--- src/rtl/mc_pkg.sv ---
// mc_pkg: shared encodings for the multi-cycle control unit
package mc_pkg;
  typedef enum logic [2:0] {S_IF, S_ID, S_EX, S_MEM, S_WB, S_HALT} state_t;
  typedef enum logic [2:0] {C_ALU, C_LOAD, C_STORE, C_BRANCH, C_JUMP} cls_t;
  localparam logic [5:0] OP_R = 6'h00, OP_J = 6'h02, OP_JAL = 6'h03, OP_BEQ = 6'h04,
                         OP_BNE = 6'h05, OP_ADDIU = 6'h09, OP_ORI = 6'h0D, OP_LUI = 6'h0F,
                         OP_LB = 6'h20, OP_LW = 6'h23, OP_LBU = 6'h24, OP_SB = 6'h28,
                         OP_SW = 6'h2B;
  localparam logic [5:0] F_SLL = 6'h00, F_SRL = 6'h02, F_SLLV = 6'h04, F_SRLV = 6'h06,
                         F_JR = 6'h08, F_JALR = 6'h09, F_ADD = 6'h20, F_ADDU = 6'h21,
                         F_SUB = 6'h22, F_SUBU = 6'h23, F_AND = 6'h24, F_OR = 6'h25,
                         F_SLT = 6'h2A, F_SLTU = 6'h2B;
  localparam logic [3:0] ALU_ADD = 4'd0, ALU_SUB = 4'd1, ALU_AND = 4'd2, ALU_OR = 4'd3,
                         ALU_SLL = 4'd4, ALU_SRL = 4'd5, ALU_LUI = 4'd6;
  localparam logic [1:0] MR_ALU = 2'b00, MR_LUI = 2'b01, MR_PC4 = 2'b10, MR_MEM = 2'b11;
endpackage

--- src/rtl/mc_decode.sv ---
// mc_decode: combinational instr-to-static-control decoder with legality and class
module mc_decode
  import mc_pkg::*;
(
  input  logic [31:0] instr,
  output logic        RegDst,
  output logic        ra,
  output logic        ALUsrc_A,
  output logic        ALUsrc_B,
  output logic        Var,
  output logic        ExtOp,
  output logic [3:0]  ALUctr,
  output logic [1:0]  Set,
  output logic [1:0]  MemtoReg,
  output logic [1:0]  lbyte,
  output logic        sbyte,
  output logic        beq,
  output logic        bne,
  output logic        jimm,
  output logic        jreg,
  output logic        link,
  output logic        legal,
  output cls_t        cls
);
  logic [5:0] op, fn;
  logic r, load, store, br, unused_bits;
  assign op = instr[31:26];
  assign fn = instr[5:0];
  assign unused_bits = ^instr[25:6];
  assign r = op == OP_R;
  assign load = op inside {OP_LB, OP_LW, OP_LBU};
  assign store = op inside {OP_SB, OP_SW};
  assign beq = op == OP_BEQ;
  assign bne = op == OP_BNE;
  assign br = beq | bne;
  assign jimm = op inside {OP_J, OP_JAL};
  assign jreg = r & (fn inside {F_JR, F_JALR});
  assign link = (op == OP_JAL) | (r & (fn == F_JALR));
  assign legal = r ? fn inside {F_ADD, F_ADDU, F_SUB, F_SUBU, F_AND, F_OR, F_SLT, F_SLTU,
                                F_SLL, F_SRL, F_SLLV, F_SRLV, F_JR, F_JALR}
                   : op inside {OP_J, OP_JAL, OP_BEQ, OP_BNE, OP_ADDIU, OP_ORI, OP_LUI,
                                OP_LB, OP_LW, OP_LBU, OP_SB, OP_SW};
  assign cls = load ? C_LOAD : store ? C_STORE : br ? C_BRANCH : (jimm | jreg) ? C_JUMP : C_ALU;
  assign RegDst = r;
  assign ra = op == OP_JAL;
  assign ALUsrc_A = r & (fn inside {F_SLL, F_SRL, F_SLLV, F_SRLV});
  assign Var = r & (fn inside {F_SLLV, F_SRLV});
  assign ALUsrc_B = (op inside {OP_ADDIU, OP_ORI, OP_LUI}) | load | store;
  assign ExtOp = (op == OP_ADDIU) | load | store | br;
  assign ALUctr = (br | (r & (fn inside {F_SUB, F_SUBU, F_SLT, F_SLTU}))) ? ALU_SUB :
                  (r & (fn == F_AND))                     ? ALU_AND :
                  ((r & (fn == F_OR)) | (op == OP_ORI))   ? ALU_OR  :
                  (r & (fn inside {F_SLL, F_SLLV}))       ? ALU_SLL :
                  (r & (fn inside {F_SRL, F_SRLV}))       ? ALU_SRL :
                  (op == OP_LUI)                          ? ALU_LUI : ALU_ADD;
  assign Set = {r & (fn == F_SLTU), r & (fn inside {F_SLT, F_SLTU})};
  assign MemtoReg = load ? MR_MEM : link ? MR_PC4 : (op == OP_LUI) ? MR_LUI : MR_ALU;
  assign lbyte = {op == OP_LB, op inside {OP_LB, OP_LBU}};
  assign sbyte = op == OP_SB;
endmodule

--- src/rtl/mc_ctrl.sv ---
// mc_ctrl: multi-cycle CPU control FSM with gated write strobes, instret and sticky halt
module mc_ctrl
  import mc_pkg::*;
#(
  parameter int CNT_W = 32
) (
  input  logic             clk,
  input  logic             rst,
  input  logic [31:0]      instr,
  output logic [3:0]       Branch,
  output logic             Jump,
  output logic             Jreg,
  output logic             RegDst,
  output logic             ra,
  output logic             ALUsrc_A,
  output logic             ALUsrc_B,
  output logic             Var,
  output logic             ExtOp,
  output logic [3:0]       ALUctr,
  output logic [1:0]       Set,
  output logic [1:0]       MemtoReg,
  output logic [1:0]       lbyte,
  output logic             sbyte,
  output logic             RegWr,
  output logic             MemWr,
  output logic             PCWr,
  output logic             halt,
  output logic [CNT_W-1:0] instret
);
  state_t state;
  cls_t cls;
  logic beq, bne, jimm, jreg, link, legal, ex, fin;
  mc_decode u_dec (
    .instr(instr), .RegDst(RegDst), .ra(ra), .ALUsrc_A(ALUsrc_A), .ALUsrc_B(ALUsrc_B),
    .Var(Var), .ExtOp(ExtOp), .ALUctr(ALUctr), .Set(Set), .MemtoReg(MemtoReg),
    .lbyte(lbyte), .sbyte(sbyte), .beq(beq), .bne(bne), .jimm(jimm), .jreg(jreg),
    .link(link), .legal(legal), .cls(cls)
  );
  assign ex = state == S_EX;
  assign fin = (ex & (cls inside {C_BRANCH, C_JUMP})) | (state == S_MEM & cls == C_STORE)
             | (state == S_WB);
  // strobes are gated by rst so a write pending at a reset edge never lands
  assign PCWr = rst & fin;
  assign RegWr = rst & ((state == S_WB) | (ex & link));
  assign MemWr = rst & (state == S_MEM) & (cls == C_STORE);
  assign Branch = ex ? {2'b00, bne, beq} : 4'b0000;
  assign Jump = ex & jimm;
  assign Jreg = ex & jreg;
  assign halt = state == S_HALT;
  // step sequencing per instruction class and retirement counting
  always_ff @(posedge clk) begin
    if (!rst) begin
      state <= S_IF;
      instret <= '0;
    end else begin
      if (fin) instret <= instret + CNT_W'(1);
      case (state)
        S_IF:    state <= S_ID;
        S_ID:    state <= legal ? S_EX : S_HALT;
        S_EX:    state <= (cls inside {C_BRANCH, C_JUMP}) ? S_IF : (cls inside {C_LOAD, C_STORE}) ? S_MEM : S_WB;
        S_MEM:   state <= cls == C_STORE ? S_IF : S_WB;
        S_WB:    state <= S_IF;
        default: state <= S_HALT;
      endcase
    end
  end
endmodule

--- config.mk ---
export PLATFORM = sky130hd
export DESIGN_NAME = mc_ctrl
export DESIGN_NICKNAME = d
export VERILOG_FILES = /design/src/rtl/mc_pkg.sv /design/src/rtl/mc_decode.sv /design/src/rtl/mc_ctrl.sv
export SDC_FILE = /design/constraint.sdc
export NUM_CORES = 1
export LEC_CHECK = 0
export ABC_AREA = 1
export ABC_CLOCK_PERIOD_IN_PS = 2650
export BUFFER_PORTS_ARGS = -buffer_cell sky130_fd_sc_hd__buf_4
export CAP_MARGIN = 20
export CORE_ASPECT_RATIO = 1.75
export CORE_MARGIN = 2
export CORE_UTILIZATION = 45
export CTS_CLUSTER_SIZE = 30
export DETAILED_ROUTE_END_ITERATION = 16
export PLACE_DENSITY = 0.83
export SLEW_MARGIN = 5
export SYNTH_ARGS = -nofsm -noshare
export SYNTH_HDL_FRONTEND = slang
export SYNTH_SLANG_ARGS = --single-unit
export TNS_END_PERCENT = 100
--- constraint.sdc ---
create_clock -name clk -period 2.65 [get_ports clk]
set_clock_uncertainty 0.2 [all_clocks]
set_input_delay 0.3975 -clock clk [delete_from_list [all_inputs] [get_ports clk]]
set_output_delay 0.3975 -clock clk [all_outputs]
set_load 0.1 [all_outputs]
==> parameters.txt <==
Parameter                              Value

Die
  Placement row count    38
  Die outline width    64.26 µm
  Area of the die    7032 µm²
  Height of the die    between 100 and 150 µm
  Number of I/O pins    93
  Core Footprint    6181 µm²
  Initial cell density of the core    roughly 46%

Yosys
  Portion of synthesized cell area occupied by the leading cell type    between 20% and 30%
  Fraction of synthesized cell area in xor and xnor cells    under 10%
  Proportion of synthesized area in mux cells    0%
  Synth top area cells    dfxtp_1 25%, nand2_1 18%, nor2_1 11%
  Number of synthesized flops with an enable pin    0
  Simple-gate share of the synthesized area    between 40% and 50%
  Number of storage elements in the synthesis netlist    35
  Cell taking the most area after synthesis    dfxtp_1
  Post-synthesis adder-cell area fraction    less than 1%
  Area of the mapped netlist    between 2000 and 3000 µm²
  Area fraction in compound gates after synthesis    between 10% and 20%
  Fraction of registers with async set/reset    0%
  Post-Synthesis Mean Instance Area    just over 6 µm²
  Distinct cell type count after synthesis    34
  Portion of the post-synthesis area used by sequential elements    between 20 and 25%
  Instance count of the mapped netlist    around 470
  Main synth FF type    dfxtp_1
  Largest family of logic cells by synthesized area    simple AND/OR/NAND/NOR gates
  Number of warnings issued by yosys    0

Worst setup path
  Critical Path End Type    output pin
  Required arrival time at the worst endpoint    between 2 and 2.5 ns
  Depth of the worst register-to-register path    7
  Source of the critical timing path    instr[26]
  Setup slack on the worst flop-to-flop path    roughly 0.45 ns
  Critical path peak fanout    7
  RR Startpoint    instret[0]
  Worst Path Class, Setup    input pin to output pin
  Worst reg2reg endpoint    instret[30]
  Kind of start point of the critical path    input pin
  Data arrival, critical path    1.86 ns

Pwr
  Leakage dissipation    1.481 nW
  Final total power    1.256 mW
  Maximum resistive drop on vdd    ~420 µV
  Power per standard cell area    ~350 nW/µm²

Final layout
  Layout Area Growth over Synthesis    26.35%
  Diodes inserted    0
  Share of layout cells above drive strength 1    a little under a third
  # fillers    ~640
  Commonest non-fill, non-tap cell in the layout    nand2_1
  Layout net count    around 580
  Leading cell types in the layout, fill and taps excluded    134 x nand2_1, 82 x nor2_1, 75 x buf_4, 39 x inv_1, 35 x dfxtp_1

Clocking
  Clock tree from TritonCTS    done
  Cts bufs inserted    5
  Post-CTS setup repair buffer count    0
  Clock Tree Root    clkbuf_8
  Clock network latency to the later pin of the worst-skew pair    approximately 0.30 ns
  Clock transition at the registers of the reported paths    about 0.070 ns
  H-tree Lvls    2
  TritonCTS sink count    35
  Maximum buffer depth of the clock tree    2

Drt
  Final routed wire length divided by cell count    roughly 13 µm
  Drt total wl    slightly above 8000 µm
  Via density per instance    between 5 and 6
  Routed via count    roughly 3,200
  Residual DRC    0
  First drt pass iteration count    4
  Starting DRC count in detailed routing    roughly 110
  Count of antenna-violating nets left after detailed routing    0

Global route
  Global routing usage summed across all routing layers    approximately a quarter
  Global-route congestion overflow total    0
  Wire length of the first global-routing pass    13,230 µm
  Largest net degree at the start of global routing    38
  Antenna violations before repair    0
  Number of global-route vias before repair    just under 3,000

STA
  Worst hold slack    about 0.18 ns
  Clock period minus worst slack    ~2.5 ns
  Final WS setup    between 0.15 and 0.2 ns
  Setup repair after global routing missed its margin    no
  Part of the cycle the worst path needs    between 90 and 100%
  Final max-slew violation count    0
  Fmax    406.3 MHz
  Total setup violations reported at the end of the flow    0
  Slew at the pin closest to its max-slew limit    between 0.5 and 0.6 ns
  Rel. slew slack    60.01%
  Final hold violation count    0

Place
  Port bufs    69
  Post-place setup slack    0.1630 ns
  Weighted congestion at the end of routability-driven global placement    between 0.9 and 1
  Post-DP HPWL    between 6000 and 7000 µm

Min path
  Cell count of the worst hold path    3
  Hold_sp    rst
  Hold Crit Class    input pin to register
  Worst hold path endpoint    instret[14]

Outcome
  Status    complete, no violations

Flow run
  Total of max-cap violations    0
flip-flops by register name, indices dropped and copies added, names as in the netlist:
signal   flops
instret     32
state        3
logic make-up after synthesis:
kind of cell               count (synthesis)
AOI/OAI and AO/OA                         45
xor gates and xnor gates                  12
adders and majority gates                  1
buffers and inverters                     55
DFF                                       35
other                                      1
and+or+nand+nor                          318
cells in the mapped netlist, drive strengths merged (2+ instances only):
master / instances
xnor2: 5
nor3: 14
buf: 10
dfxtp: 35
nand3: 30
inv: 43
nor2: 93
nand2: 163
a21oi: 35
nand3b: 8
o21ai: 8
nand4: 7
xor2: 7
clkbuf: 2
routing by layer:
metal	GRT usage [%]	vias to the layer above	share of wire [%]
met5	0	-	0
met4	14.44	0	4.8
met3	3.480	29	4.8
met2	47.25	108	55
met1	23.31	1439	36
li1	-	1626	-
worst max path at each step:
stage | end | cells after the start | slack [ns]
3_3_place_gp | PCWr | 11 | 0.19
4_1_cts | Branch[1] | 5 | 0.12
3_5_place_dp | PCWr | 11 | 0.16
6_report | PCWr | 11 | 0.19
2_1_floorplan | Branch[1] | 4 | -0.48
5_1_grt | PCWr | 11 | 0.05
worst max-delay path, stage by stage:
cell	delay [ns]
buf_4	0.13
nor2_2	0.23
inv_2	0.13
nor2_8	0.17
nand3_4	0.11
nand2_2	0.12
nand2_2	0.05
nand2_2	0.10
inv_2	0.06
nor2_4	0.09
buf_4	0.29
where the power goes:
group | internal, mW | leakage, nW | total, mW | switching [mW]
Combinational | 0.0803 | 1.16 | 0.343 | 0.263
Sequential | 0.536 | 0.283 | 0.548 | 0.0119
Clock | 0.175 | 0.0371 | 0.365 | 0.190
through the flow:
| step | std cells | cell area, µm² | utilization [%] | setup TNS, ns |
|---|---|---|---|---|
| 2_1_floorplan | 469 | 2973 | - | -1.722 |
| 3_3_place_gp | 613 | 3535 | 57.19 | 0 |
| 3_5_place_dp | 613 | 3535 | 57.19 | 0 |
| 4_1_cts | 619 | 3607 | 58.36 | 0 |
| 5_1_grt | 619 | 3612 | 58.44 | 0 |
| 6_report | 619 | 3612 | 58.44 | 0 |
final cells by class:
| type | count | area [µm²] | share of cell area (%) |
|---|---|---|---|
| multi-input combinational | 379 | 1994 | 55.21 |
| sequential | 35 | 700.7 | 19.40 |
| timing repair buffer | 76 | 583.1 | 16.14 |
| inverter | 43 | 161.4 | 4.468 |
| tap | 80 | 100.1 | 2.771 |
| clock buffer | 6 | 72.57 | 2.009 |
repair_timing:
action,4_1_cts,5_1_grt
hold buffers,0,0
resized for setup,0,1
endpoints found under the setup margin,0,1
Note: power is estimated with default switching activity, not from simulation.
